<file path="config.mk">
export PLATFORM = sky130hd
export DESIGN_NAME = serializzatore_flat
export DESIGN_NICKNAME = d
export VERILOG_FILES = /design/src/rtl/serializzatore_pkg.sv /design/src/rtl/serializzatore_if.sv /design/src/rtl/serializzatore_contatore_bit.sv /design/src/rtl/serializzatore.sv /design/src/flat_wrapper.sv
export SDC_FILE = /design/constraint.sdc
export NUM_CORES = 1
export LEC_CHECK = 0
export CAP_MARGIN = 20
export CORE_ASPECT_RATIO = 1.2
export CORE_MARGIN = 2
export CORE_UTILIZATION = 49
export CTS_BUF_LIST = sky130_fd_sc_hd__clkbuf_16
export CTS_CLUSTER_DIAMETER = 120
export DETAILED_ROUTE_END_ITERATION = 10
export GPL_TIMING_DRIVEN = 0
export PLACE_DENSITY = 0.76
export SLEW_MARGIN = 20
export SYNTH_ARGS = -nofsm -noshare
export SYNTH_HDL_FRONTEND = slang
export SYNTH_SLANG_ARGS = --single-unit
</file>
<file path="constraint.sdc">
create_clock -name clk -period 1.6 [get_ports clk]
set_input_delay 0.48 -clock clk [delete_from_list [all_inputs] [get_ports clk]]
set_output_delay 0.48 -clock clk [all_outputs]
set_load 0.02 [all_outputs]
</file>
<file path="src/rtl/serializzatore_pkg.sv">
// Shared types for the serializzatore parallel-to-serial transmitter.
// State encoding and the bit-counter width rule.
package serializzatore_pkg;

  typedef enum logic [1:0] {
    S_IDLE  = 2'd0,
    S_SHIFT = 2'd1,
    S_PAR   = 2'd2,
    S_DONE  = 2'd3
  } state_t;

  function automatic int cnt_w(input int n);
    return (n > 1) ? $clog2(n) : 1;
  endfunction

endpackage

</file>
<file path="src/rtl/serializzatore_if.sv">
// Word-in / serial-out bundle of the serializzatore.
// master drives the word and start, slave returns the serial link.
interface serializzatore_if #(
  parameter int N = 8
) ();

  logic [N-1:0] x;
  logic         start;
  logic         ready;
  logic         z;
  logic         zv;
  logic         done;

  modport master (
    output x, start,
    input  ready, z, zv, done
  );

  modport slave (
    input  x, start,
    output ready, z, zv, done
  );

endinterface

</file>
<file path="src/rtl/serializzatore_contatore_bit.sv">
// contatore_bit: saturating bit counter with sync clear and enable.
// o_tc flags the last bit position (cnt == N-1).
module contatore_bit
  import serializzatore_pkg::*;
#(
  parameter int N = 8
) (
  input  logic clk,
  input  logic rst,
  input  logic i_clr,
  input  logic i_en,
  output logic o_tc
);

  localparam int CW = cnt_w(N);

  logic [CW-1:0] r_cnt;
  logic          w_tc;

  assign w_tc = (r_cnt == CW'(N - 1));
  assign o_tc = w_tc;

  always_ff @(posedge clk) begin
    if (rst || i_clr) begin
      r_cnt <= '0;
    end else if (i_en && !w_tc) begin
      r_cnt <= r_cnt + 1'b1;
    end
  end

endmodule

</file>
<file path="src/rtl/serializzatore.sv">
// serializzatore: N-bit word out LSB first with per-bit valid and done pulse.
// Define SERIALIZZATORE_PARITY_EN to append an even-parity bit to each word.
module serializzatore
  import serializzatore_pkg::*;
#(
  parameter int N = 8
) (
  input logic             clk,
  input logic             rst,
  serializzatore_if.slave bus
);

  state_t       r_state;
  state_t       w_next;
  logic [N-1:0] r_s;
  logic [N-1:0] w_s;
  logic         r_ready;
  logic         r_z;
  logic         r_zv;
  logic         r_done;
  logic         w_z;
  logic         w_acc;
  logic         w_tc;

  assign w_acc = (r_state == S_IDLE) && bus.start;

  contatore_bit #(
    .N(N)
  ) u_cnt (
    .clk  (clk),
    .rst  (rst),
    .i_clr(w_acc),
    .i_en (r_state == S_SHIFT),
    .o_tc (w_tc)
  );

`ifdef SERIALIZZATORE_PARITY_EN
  logic r_par;

  always_ff @(posedge clk) begin
    if (rst) begin
      r_par <= 1'b0;
    end else if (w_acc) begin
      r_par <= ^bus.x;
    end
  end
`endif

  always_comb begin
    w_next = r_state;
    w_s    = r_s;
    unique case (r_state)
      S_IDLE: begin
        if (bus.start) begin
          w_next = S_SHIFT;
          w_s    = bus.x;
        end
      end
      S_SHIFT: begin
        w_s = r_s >> 1;
        if (w_tc) begin
`ifdef SERIALIZZATORE_PARITY_EN
          w_next = S_PAR;
`else
          w_next = S_DONE;
`endif
        end
      end
`ifdef SERIALIZZATORE_PARITY_EN
      S_PAR:   w_next = S_DONE;
`endif
      S_DONE:  w_next = S_IDLE;
      default: w_next = S_IDLE;
    endcase
  end

  // outputs are registered from the state being entered
  always_comb begin
    w_z = 1'b0;
    if (w_next == S_SHIFT) begin
      w_z = w_s[0];
    end
`ifdef SERIALIZZATORE_PARITY_EN
    else if (w_next == S_PAR) begin
      w_z = r_par;
    end
`endif
  end

  always_ff @(posedge clk) begin
    if (rst) begin
      r_state <= S_IDLE;
      r_s     <= '0;
      r_ready <= 1'b1;
      r_z     <= 1'b0;
      r_zv    <= 1'b0;
      r_done  <= 1'b0;
    end else begin
      r_state <= w_next;
      r_s     <= w_s;
      r_ready <= (w_next == S_IDLE);
      r_z     <= w_z;
      r_zv    <= (w_next == S_SHIFT)
              || (w_next == S_PAR);
      r_done  <= (w_next == S_DONE);
    end
  end

  assign bus.ready = r_ready;
  assign bus.z     = r_z;
  assign bus.zv    = r_zv;
  assign bus.done  = r_done;

endmodule

</file>
<file path="src/flat_wrapper.sv">
// flat-port wrapper written by rule: the top's interface ports become plain ports
module serializzatore_flat import serializzatore_pkg::*;
#(
  parameter int N = 8
)
  (clk, rst, bus_x, bus_start, bus_ready, bus_z, bus_zv, bus_done);
  serializzatore_if #(.N(N)) bus_i ();
  input logic clk;
  input logic rst;
  input wire logic [$bits(bus_i.x)-1:0] bus_x;
  input wire logic [$bits(bus_i.start)-1:0] bus_start;
  output wire logic [$bits(bus_i.ready)-1:0] bus_ready;
  output wire logic [$bits(bus_i.z)-1:0] bus_z;
  output wire logic [$bits(bus_i.zv)-1:0] bus_zv;
  output wire logic [$bits(bus_i.done)-1:0] bus_done;
  assign bus_i.x = bus_x;
  assign bus_i.start = bus_start;
  assign bus_ready = bus_i.ready;
  assign bus_z = bus_i.z;
  assign bus_zv = bus_i.zv;
  assign bus_done = bus_i.done;
  serializzatore #(.N(N)) u_core (.clk(clk), .rst(rst), .bus(bus_i));
endmodule
</file>
==> Word-level counts from Yosys, hierarchy flattened <==
Index checks and enable logic that the tools add are counted.
{ "classes": {"n_reduce_logical": 10, "addsub": 1, "eq_ne": 6, "mux": 5, "n_bitwise": 1} }
{ "ops": {"columns": ["cell", "n"], "rows": [
  ["8-bit one-hot mux with 2 select lines", 1],
  ["8-bit 2-to-1 mux", 1],
  ["2-bit by 1-bit equality test with 1-bit output, second input constant", 2],
  ["2-bit equality test, second input constant", 2],
  ["2-bit logical NOT", 2],
  ["2-bit 2-to-1 mux", 2],
  ["2-bit one-hot mux with 2 select lines", 1],
  ["3-bit by 1-bit adder with 3-bit output, second input constant", 1],
  ["3-bit equality test, second input constant", 1],
  ["1-bit logical AND", 2],
  ["1-bit logical OR", 2],
  ["2-bit != test, second input constant", 1],
  ["2-bit AND reduction", 1],
  ["2-bit nonzero test", 1],
  ["2-bit OR reduction", 1],
  ["1-bit logical NOT", 1],
  ["1-bit inverter", 1]
]} }
{ "word_totals": {"regBits": 17, "wordCells": 31, "inputBits": 11} }

==> Logic depth before layout (Yosys ltp) <==
{ "depth": {"depth_word": 6, "mapped_depth": 6} }

==> Modules after synthesis <==
Synthesis repeated with hierarchy kept, for this count alone.
{ "hier_totals": {"hier_cells": 69, "hier_area_um2": 734.5} }
{ "modules_own_cells": {"columns": ["module", "area_each_um2", "instances", "cells_per_inst", "seq_area_each_um2"], "rows": [
  ["serializzatore", 591.8, 1, 57, 280.3],
  ["contatore_bit", 142.6, 1, 12, 60.1]
]} }

==> Worst setup path before layout <==
Ideal clock, no wire load.
{ "synth_path": {"kind": "register to register", "startpoint": "register u_core.u_cnt.r_cnt[0]", "endpoint": "register u_core.r_ready, in the netlist u_core.bus.ready", "path_slack_ps": 269, "stages_incl_launch_ff": 6, "path_buffers": 0, "t_arrival_ps": 1208, "cell_sequence": "dfxtp_1 > ha_1 > ha_1 > nand3b_1 > ha_1 > or2_2"} }
{ "synth_between": {"elab_chain_len": 4} }
{ "synth_lines": {"columns": ["element", "line_no", "text"], "rows": [
  ["start, declared", "serializzatore_contatore_bit.sv:17", "logic [CW-1:0] r_cnt;"],
  ["start signal, assigned", "serializzatore_contatore_bit.sv:27", "r_cnt <= r_cnt + 1'b1;"],
  ["3-bit equality test", "serializzatore_contatore_bit.sv:20", "assign w_tc = (r_cnt == CW'(N - 1));"],
  ["2-bit 2-to-1 mux", "serializzatore.sv:61", "if (w_tc) begin"],
  ["2-bit one-hot mux with 2 select lines", "serializzatore.sv:52", "unique case (r_state)"],
  ["2-bit logical NOT", "serializzatore.sv:101", "r_ready <= (w_next == S_IDLE);"],
  ["end signal, assigned", "serializzatore.sv:101", null],
  ["end, declared", "serializzatore.sv:17", "logic r_ready;"]
]} }
No other way between the ends.
A chain may end at the register's enable or synchronous reset.

==> Final worst setup path <==
Same ends and word-level chain as after synthesis.

==> flow_summary_export.csv <==
group,metric,value,unit
cts,ctsRootBufferMaster,"clkbuf_16",
floorplanning,rows,15,
cts,insertion_delay,250,ps
grt,grt.overflow.total,0,
grt,grt_use_total,18.0,%
grt,grt_first_pass_wirelength,2220,um
grt,grt_pass1_vias,569,
setup_path,critical_path.most_common_cell,"ha_1",
cells_and_area,diodes,0,
timing,clock_skew,3.09,ps
floorplanning,ioPinCount,15,
cts,h-tree-depth,1,
outcome,outcome,"finished, final reports clean",
setup_path,cp_cell_sequence,"ha_1 -> ha_1 -> nand3b_1 -> ha_1 -> or2_2",
yosys,syn-num-nets,86,
cells_and_area,nNetsFinal,106,
yosys,yosys.area_share.simple,18.4,%
pwr,leakage,0.000444,uW
yosys,synth_seq_area_share,43.0,%
setup_path,cp.arrival,1620,ps
hold_path,hold_class,"reg -> reg",
grt,grt_start_max_net_pins,12,
yosys,synth_cell_types,24,
yosys,synth.cell_area,791,um2
yosys,ys_seq_elements,17,
placement,dp_cells,101,
placement,dp_slack,-243,ps
placement,placed_cell_area,952,um2
pwr,post-layout-total-power,1100,uW
cts,clk_pin_slew,50,ps
timing,hold_viol_final,0,
routing,vias_per_cell,5.25,
pwr,cellPowerDensity,1060,nW/um2
yosys,synth_compound_area_share,13.4,%
routing,top_layer_used,"met4",
routing,wl_per_cell,12.8,um
timing,fin_ws,111,ps
yosys,synthMuxAreaShare,11.4,%
routing,drc,0,
cts,cts_tree,"built",
cells_and_area,final_area,1030,um2
setup_path,reg2reg_from,"u_core.u_cnt.r_cnt[0]",
setup_path,critPathKind,"reg -> reg",
setup_path,worst-r2r-cell-count,5,
timing,rsz0062_at_grt,"no",
setup_path,crit_path_start,"u_core.u_cnt.r_cnt[0]",
timing,fin_crit_sh,93.0,%
setup_path,cp.required,1730,ps
routing,drtIter0Drc,3,
setup_path,cp-start-kind,"flip-flop",
cells_and_area,final_cells,106,
yosys,yosysWarnings,0,
cells_and_area,layout_common_cells,"dfxtp_1 (17), mux2i_1 (9), clkdlybuf4s50_1 (9), nor2_1 (8), a211oi_2 (6)",
hold_path,hold_path_depth,2,
setup_path,timing.rr.end,"u_core.bus.ready",
timing,setup_viol,0,
yosys,synthCells,70,
cells_and_area,final_common_cell,"dfxtp_1",
cts,cts_buffer_depth,2,
setup_path,rrSetupSlack,110,ps
setup_path,critPathCapture,"u_core.bus.ready",
timing,min_period,1490,ps
run,drv_cap,0,
setup_path,crit_path_end_kind,"flip-flop",
routing,dr.pass1.iters,3,
yosys,synthAdderAreaFrac,7.91,%
grt,antenna_found_initial,0,
yosys,synth_top_family_by_area,"simple AND/OR/NAND/NOR gates",
routing,wl_met3,41,um
placement,gp_congestion,0.693,
setup_path,slowest_stage,"dfxtp_1",
routing,dr_wl_met2,676,um
floorplanning,die_y,48.0,um
setup_path,cp_max_fo,4,
yosys,synth_xor_xnor_area_share,1.11,%
cells_and_area,post-route-util,69.6,%
cells_and_area,fillers,127,
setup_path,cp_slowest_stage_delay,340,ps
yosys,avgSynthCellArea,11.3,um2
cts,cts_buffers,3,
routing,wl_met1,600,um
routing,antenna_left,0,
timing,clock.fmax,672,MHz
pwr,peakVddDrop,0.651,mV
placement,dp_hpwl,988,um
floorplanning,core_area,1480,um2
cells_and_area,area_delta_synth_final,30.5,%
timing,finalMaxSlewViolations,0,
cts,cts_sinks,17,
floorplanning,start_util,53.3,%
timing,worst_slew_pin_slew,306,ps
floorplanning,dieArea,1950,um2
routing,routed_wirelength,1350,um
placement,io_buffers,14,
floorplanning,die_w,40.7,um
routing,via_count,556,
timing,relSlewSlack,79.5,%
cells_and_area,layout-drive-gt1-share,25.8,%
==> cells in the mapped netlist <==
cell	number	share of area, %
inv_1	1	0.47
a21oi_1	1	0.63
or2_4	1	1.1
dfxtp_1	17	43
o21bai_4	1	2.4
nand2b_1	1	0.79
buf_6	2	2.8
nor2_2	4	3.2
nand3b_1	1	0.95
a211oi_2	6	9.5
nor3_1	1	0.63
nor4b_1	1	1.1
inv_4	1	0.79
nor2_1	8	3.8
or2_2	2	1.6
xnor2_1	1	1.1
a22oi_1	1	0.95
ha_1	5	7.9
nor3b_1	1	0.95
nor3b_2	1	1.6
mux2i_1	9	11
or3b_1	1	1.1
buf_2	1	0.63
nor2b_1	2	1.6
==> cells by family after synthesis <==
family,after synthesis
fa+ha+maj,5
buf+inv,5
simple gates,24
compound gates,9
mux,9
xor+xnor,1
flops,17
==> routing by layer <==
layer	vias up	track usage [%]
li1	281	-
met4	0	12.0
met5	-	0
met2	13	31.7
met3	5	4.19
met1	257	18.3
==> power by group <==
part | total [uW] | switching (uW) | internal [uW]
combinational | 151 | 70.8 | 80.7
sequential | 465 | 13.9 | 451
clock | 482 | 151 | 331
total | 1100 | 235 | 863
==> stage by stage <==
| step | TNS [ps] | hold slack [ps] |
|---|---|---|
| global route | 0 | 540 |
| global placement | -1450 | 480 |
| CTS | 0 | 511 |
| detailed placement | -1480 | 500 |
| floorplan | 0 | 465 |
| finish | 0 | 502 |
==> registers in the layout, indices dropped and copies added, names as in the netlist <==
signal	cells
u_core.bus.done	1
u_core.bus.ready	1
u_core.r_state	2
u_core.r_s	8
u_core.bus.zv	1
u_core.u_cnt.r_cnt	3
u_core.bus.z	1
==> worst max-delay path, delay by kind of cell, from the launching register on <==
| kind | cells | cell delay, ps |
|---|---|---|
| and+or+nand+nor | 2 | 460 |
| adders and majority gates | 3 | 580 |
| DFF | 1 | 340 |
==> timing repair <==
item,in CTS,in global routing
buffers inserted,1,0
endpoints found under the setup margin,5,0
gates resized for setup,5,0
hold buffers,0,0
==> area by class of cell <==
type                    count  area [um2]  area share, %
flip-flops and latches     17         340           33.0
well taps                  17        21.3           2.06
multi-input cells          48         413           40.0
clock inverters             1        3.75          0.364
repair buffers             15         141           13.7
clock buffers               3        75.1           7.27
inverters                   2        10.0          0.970
plain buffers               3        27.5           2.67
==> worst min path at each step <==
stage | start | endpoint | slack [ps]
after floorplan | u_core.u_cnt.r_cnt[1] | u_core.u_cnt.r_cnt[1] | 460
after global placement | u_core.u_cnt.r_cnt[2] | u_core.u_cnt.r_cnt[2] | 480
after detailed placement | u_core.u_cnt.r_cnt[1] | u_core.u_cnt.r_cnt[1] | 500
after CTS | u_core.u_cnt.r_cnt[1] | u_core.u_cnt.r_cnt[1] | 510
after global routing | u_core.r_s[7] | u_core.r_s[7] | 540
final | u_core.u_cnt.r_cnt[1] | u_core.u_cnt.r_cnt[1] | 500
(Power assumes the default switching activity.)
